File: src/rtl/fetch_unit_pkg.sv
// Shared constants for the instruction fetch stage.
package fetch_unit_pkg;

   localparam int unsigned XLEN_DEF     = 32;
   localparam logic [31:0] NOP_INST     = 32'h0000_0013;
   localparam logic [31:0] RESET_PC_DEF = 32'h0000_0000;

   // Queue occupancy counter width for a given power-of-two depth.
   function automatic int unsigned cnt_width(input int unsigned depth);
      return $clog2(depth) + 1;
   endfunction

endpackage

File: src/rtl/fetch_unit_fifo.sv
// Prefetch queue: synchronous FIFO with flush, DEPTH entries of WIDTH bits.
module fetch_fifo
   import fetch_unit_pkg::*;
#(
   parameter int unsigned DEPTH = 2,
   parameter int unsigned WIDTH = 64,
   localparam int unsigned AW   = $clog2(DEPTH),
   localparam int unsigned CW   = cnt_width(DEPTH)
) (
   input  logic             clk,
   input  logic             reset,
   input  logic             push,
   input  logic             pop,
   input  logic             flush,
   input  logic [WIDTH-1:0] din,
   output logic [WIDTH-1:0] dout,
   output logic             full,
   output logic             empty,
   output logic [CW-1:0]    count
);

   logic [WIDTH-1:0] mem_q [DEPTH];
   logic [WIDTH-1:0] mem_d [DEPTH];
   logic [AW-1:0]    wr_ptr_q, wr_ptr_d;
   logic [AW-1:0]    rd_ptr_q, rd_ptr_d;
   logic [CW-1:0]    count_q, count_d;
   logic             do_push, do_pop;

   assign count = count_q;
   assign empty = (count_q == '0);
   assign full  = (count_q == CW'(DEPTH));
   assign dout  = mem_q[rd_ptr_q];

   // Pointer/count/storage update; flush discards everything queued.
   always_comb begin
      mem_d    = mem_q;
      wr_ptr_d = wr_ptr_q;
      rd_ptr_d = rd_ptr_q;
      count_d  = count_q;
      do_push  = push & ~full;
      do_pop   = pop & ~empty;
      if (flush) begin
         wr_ptr_d = '0;
         rd_ptr_d = '0;
         count_d  = '0;
      end else begin
         if (do_push) begin
            mem_d[wr_ptr_q] = din;
            wr_ptr_d        = wr_ptr_q + AW'(1);
         end
         if (do_pop) begin
            rd_ptr_d = rd_ptr_q + AW'(1);
         end
         count_d = count_q + CW'(do_push) - CW'(do_pop);
      end
   end

   // Control state register with synchronous active-low reset.
   always_ff @(posedge clk) begin
      if (!reset) begin
         wr_ptr_q <= '0;
         rd_ptr_q <= '0;
         count_q  <= '0;
      end else begin
         wr_ptr_q <= wr_ptr_d;
         rd_ptr_q <= rd_ptr_d;
         count_q  <= count_d;
      end
   end

   // Storage array; contents are don't-care until written.
   always_ff @(posedge clk) begin
      mem_q <= mem_d;
   end

   push_while_full: assert property (@(posedge clk) disable iff (!reset)
      !(push && full && !flush));

endmodule

File: src/rtl/fetch_unit.sv
// Instruction fetch stage: owns the fetch PC, issues 1-cycle-latency
// imem requests, buffers responses and hands them to Decode.
module fetch_unit
   import fetch_unit_pkg::*;
#(
   parameter int unsigned      XLEN     = XLEN_DEF,
   parameter logic [XLEN-1:0]  RESET_PC = XLEN'(RESET_PC_DEF),
   parameter int unsigned      DEPTH    = 2
) (
   input  logic            clk,
   input  logic            reset,
   output logic            imem_req,
   output logic [XLEN-1:0] imem_addr,
   input  logic [31:0]     imem_rdata,
   input  logic            jump_flag,
   input  logic [XLEN-1:0] jump_target,
   input  logic            id_ready,
   output logic            id_valid,
   output logic [XLEN-1:0] id_pc,
   output logic [31:0]     id_inst
);

   localparam int unsigned CW = cnt_width(DEPTH);
   localparam int unsigned EW = XLEN + 32;

   logic [XLEN-1:0] fetch_pc_q, fetch_pc_d;
   logic [XLEN-1:0] inflight_pc_q, inflight_pc_d;
   logic [XLEN-1:0] last_pc_q, last_pc_d;
   logic            inflight_valid_q, inflight_valid_d;

   logic            push, pop, q_full, q_empty, credit;
   logic [CW-1:0]   q_count;
   logic [CW:0]     occ;
   logic [EW-1:0]   q_head;
   logic [XLEN-1:0] head_pc;
   logic [31:0]     head_inst;

   fetch_fifo #(
      .DEPTH (DEPTH),
      .WIDTH (EW)
   ) u_fifo (
      .clk   (clk),
      .reset (reset),
      .push  (push),
      .pop   (pop),
      .flush (jump_flag),
      .din   ({inflight_pc_q, imem_rdata}),
      .dout  (q_head),
      .full  (q_full),
      .empty (q_empty),
      .count (q_count)
   );

   assign head_pc   = q_head[EW-1:32];
   assign head_inst = q_head[31:0];

   // Handshake and request control; credit counts the in-flight fetch so
   // the queue can never be overrun by a response.
   always_comb begin
      id_valid  = reset & ~q_empty & ~jump_flag;
      pop       = id_valid & id_ready;
      push      = inflight_valid_q & ~jump_flag;
      imem_addr = jump_flag ? {jump_target[XLEN-1:2], 2'b00} : fetch_pc_q;
      occ       = {1'b0, q_count} + (CW+1)'(inflight_valid_q) - (CW+1)'(pop);
      credit    = (occ < (CW+1)'(DEPTH));
      imem_req  = reset & (jump_flag | credit);
   end

   // Decode-facing data: NOP when nothing is queued or in reset.
   always_comb begin
      if (!reset) begin
         id_pc   = '0;
         id_inst = NOP_INST;
      end else if (q_empty) begin
         id_pc   = last_pc_q;
         id_inst = NOP_INST;
      end else begin
         id_pc   = head_pc;
         id_inst = head_inst;
      end
   end

   // Next-state for PC, in-flight tracking and the last presented PC.
   always_comb begin
      fetch_pc_d       = imem_req ? (imem_addr + XLEN'(4)) : fetch_pc_q;
      inflight_valid_d = imem_req;
      inflight_pc_d    = imem_addr;
      last_pc_d        = q_empty ? last_pc_q : head_pc;
   end

   // State registers with synchronous active-low reset.
   always_ff @(posedge clk) begin
      if (!reset) begin
         fetch_pc_q       <= RESET_PC;
         inflight_valid_q <= 1'b0;
         inflight_pc_q    <= '0;
         last_pc_q        <= '0;
      end else begin
         fetch_pc_q       <= fetch_pc_d;
         inflight_valid_q <= inflight_valid_d;
         inflight_pc_q    <= inflight_pc_d;
         last_pc_q        <= last_pc_d;
      end
   end

endmodule

File: config.mk
export PLATFORM = sky130hd
export DESIGN_NAME = fetch_unit
export DESIGN_NICKNAME = d
export VERILOG_FILES = /design/src/rtl/fetch_unit_pkg.sv /design/src/rtl/fetch_unit_fifo.sv /design/src/rtl/fetch_unit.sv
export SDC_FILE = /design/constraint.sdc
export NUM_CORES = 1
export LEC_CHECK = 0
export CAP_MARGIN = 30
export CORE_UTILIZATION = 54
export CTS_BUF_LIST = sky130_fd_sc_hd__clkbuf_8
export CTS_CLUSTER_DIAMETER = 80
export DETAILED_ROUTE_END_ITERATION = 8
export PLACE_DENSITY = 0.82
export SYNTH_ARGS = -nofsm -noshare
export SYNTH_HDL_FRONTEND = slang
export SYNTH_SLANG_ARGS = --single-unit
File: constraint.sdc
create_clock -name clk -period 7.05 [get_ports clk]
set_input_delay 1.41 -clock clk [delete_from_list [all_inputs] [get_ports clk]]
set_output_delay 1.41 -clock clk [all_outputs]
set_load 0.1 [all_outputs]
==> flow_metrics.env <==
export IMPL_synthesis_nets=832
export IMPL_cts_num_sinks=229
export IMPL_antenna_left=0
export IMPL_detailedRoute_firstPassIterationCount=5
export IMPL_dieArea_um2=17450
export IMPL_grt_start_max_net_pins=75
export IMPL_setup_worst_path_class="primary input to output port"
export IMPL_postLayoutSetupSlackWorst_ns=1.332
export IMPL_synth_main_ff_cell="edfxtp_1"
export IMPL_max_slew_worst_pin_slew_ns=1.013
export IMPL_cp_data_required_time_ns=5.64
export IMPL_post_synth_top_area_fraction_pct=42.05
export IMPL_rr_worst_depth=11
export IMPL_synth_async_reset_ratio_pct=0
export IMPL_synth_top_area_cell="edfxtp_1"
export IMPL_ctsRootBufferMaster="clkbuf_8"
export IMPL_cts_htree_levels=2
export IMPL_gp_congestion=0.8504
export IMPL_status="complete, no violations"
export IMPL_avgSynthCellArea_um2=12.04
export IMPL_route_final_wire_length_um=19500
export IMPL_syn_area_um2=9140
export IMPL_max_freq_ghz=0.1749
export IMPL_cts_buffer_depth=3
export IMPL_synth_enable_flop_cells=128
export IMPL_total_power_mw=2.969
export IMPL_grt_use_total_pct=22.54
export IMPL_p_per_area_nw_per_um2=250.2
export IMPL_via_count_normalized_by_instance_count=5.434
export IMPL_power_static_leakage_nw=4.424
export IMPL_yosys_cell_types_count=53
export IMPL_cts_setup_buffers=0
export IMPL_biggest_area_contributors_in_the_synthesized_netlist="edfxtp_1 (42%), dfxtp_1 (22%), mux2i_1 (9.1%), nand3_1 (2.8%), nor2_1 (2.6%)"
export IMPL_fin_worst_skew_ns=0.02362
export IMPL_holdCritStartpoint="inflight_pc_q[5]"
export IMPL_crit_path_start="reset"
export IMPL_tritoncts_num_buffers=36
export IMPL_cts_tree="built"
export IMPL_first_global_vias=6232
export IMPL_place_port_buffers=163
export IMPL_irDropWorstVdd_mv=0.1181
export IMPL_place_worst_setup_slack_ns=1.342
export IMPL_num_nets_final=999
export IMPL_syn_instance_count=759
export IMPL_start_util_pct=55.12
export IMPL_post_route_period_util_pct=81.11
export IMPL_placeableCoreArea_um2=16580
export IMPL_critical_path_max_fanout=30
export IMPL_cts_repair_resize_count=0
export IMPL_timing_final_hold_violations=0
export IMPL_timing_setup_tns_ns=0
export IMPL_cts_hold_buffers=0
export IMPL_layout_area_overhead_vs_synth_pct=29.83
export IMPL_final_max_slew_viol_count=0
export IMPL_worst_hold_path_type="register to register"
export IMPL_rsz0062_at_grt="false"
export IMPL_route_vias_total=6369
export IMPL_setup_viol=0
export IMPL_cts_reportedPaths_clkPinSlew_ns=0.06
export IMPL_detail_route_iter0_violations=316
export IMPL_timing_final_crit_period_ns=5.718
export IMPL_timing_hold_worst_path_depth=0
export IMPL_remaining_drc_errors=0
export IMPL_grt_overflow_total=0
export IMPL_diode_count=0
export IMPL_placedInstanceArea_um2=11210
export IMPL_seq_area_frac_synth_pct=64.18
export IMPL_timing_critical_path_to_type="output port"
export IMPL_final_area_um2=11870
export IMPL_r2r_start="u_fifo.count[1]"
export IMPL_chipWidth_um=132.1
export IMPL_grt_antenna_before_repair=0
export IMPL_layout_drive_gt1_share_pct=14.50
export IMPL_detail_route_wl_per_cell_um=16.64
export IMPL_dieHeight_um=132.1
export IMPL_num_io_pins=166
export IMPL_wire_length_of_the_first_global_routing_pass_um=31160
export IMPL_clock_insertion_delay_worst_skew_ns=0.51
export IMPL_worstPathArrival_ns=4.31
export IMPL_worst_hold_slack_ns=0.4170
export IMPL_timing_critical_path_from_type="primary input"
export IMPL_core_rowCount=47
export IMPL_post_dp_hpwl_um=12250
export IMPL_slew_headroom_pct=32.26
export IMPL_synth_seq_cells=229
export IMPL_cap_violations=0
export IMPL_synth_yosys_warnings=0
==> cell type report <==
class | count | area (µm²)
Tap cell | 220 | 275.3
Clock inverter | 25 | 121.4
Fill cell | 1170 | 4717
Sequential cell | 229 | 5869
Clock buffer | 39 | 536.8
Multi-Input combinational cell | 454 | 2992
Timing Repair Buffer | 173 | 1952
Inverter | 32 | 120.1
==> flip-flops by register name, summed over array words and instances, names as in the netlist <==
signal / count
u_fifo.rd_ptr_q: 1
u_fifo.wr_ptr_q: 1
last_pc_q: 32
fetch_pc_q: 32
inflight_valid_q: 1
inflight_pc_q: 32
u_fifo.mem_q: 128
u_fifo.count: 2
==> power by group <==
| part | total [mW] | switching, mW | internal, mW |
|---|---|---|---|
| Clock | 1.01 | 0.471 | 0.544 |
| Combinational | 0.455 | 0.318 | 0.137 |
| Sequential | 1.50 | 0.0276 | 1.47 |
| Total | 2.97 | 0.816 | 2.15 |
==> cell families (layout without fill, tap and decap cells) <==
family | Yosys count | count (layout) | share of synthesized area (%)
compound gates | 96 | 96 | 6.653
xor+xnor | 15 | 15 | 1.437
fa+ha+maj | 5 | 5 | 0.7666
buf+inv | 76 | 269 | 3.436
flops | 229 | 229 | 64.18
mux | 91 | 91 | 10.08
simple gates | 247 | 247 | 13.46
==> synthesized netlist by cell type, drive strengths merged, types with 5 or more instances <==
cell type	n
nand3	53
a22oi	5
xnor2	13
and2	13
nand3b	10
clkbuf	31
o311ai	8
nand2	61
buf	13
a21oi	14
nor2b	6
inv	32
o211ai	5
nor2	64
dfxtp	101
o21ai	43
mux2	8
edfxtp	128
nand4b	6
nand4	10
or4	5
mux2i	83
==> per-layer routing <==
layer | up-vias | global-route usage (%) | wire length (µm)
li1 | 3089 | - | -
met1 | 3021 | 29.85 | 8494
met2 | 228 | 37.39 | 9352
met3 | 31 | 4.460 | 1301
met4 | 0 | 7.300 | 355
met5 | - | 0 | 0
==> stage by stage <==
| step | utilization, % | std cells |
|---|---|---|
| after floorplan | - | 759 |
| final | 71.56 | 1172 |
| after CTS | 71.56 | 1172 |
| after global routing | 71.56 | 1172 |
| after detailed placement | 67.59 | 1108 |
| after global placement | 67.59 | 1108 |
==> critical path, stage by stage <==
cell             delay, ns
clkdlybuf4s50_1       0.58
o21ai_4               0.09
nor2_2                0.13
and2_1                0.16
ha_1                  0.22
nor2_1                0.11
fa_1                  0.48
o21bai_2              0.15
buf_4                 0.33
nand2_1               0.26
inv_1                 0.18
buf_12                0.19
==> cells in the final DEF, fill, tap and decap left out, types with 42 or more instances in the layout <==
cell             count
nor2_1              63
clkdlybuf4s50_1     97
dfxtp_1            100
nand2_1             60
buf_4               42
mux2i_1             83
inv_1               52
edfxtp_1           128
nand3_1             52
o21ai_0             42
==> final timing paths <==
| kind | to | slack, ns |
|---|---|---|
| max | imem_req | 1.33 |
| min | u_fifo.mem_q[101] | 0.42 |
| max reg2reg | fetch_pc_q[21] | 3.94 |
| min reg2reg | u_fifo.mem_q[101] | 0.42 |
Note: power is estimated with default switching activity, not from simulation.
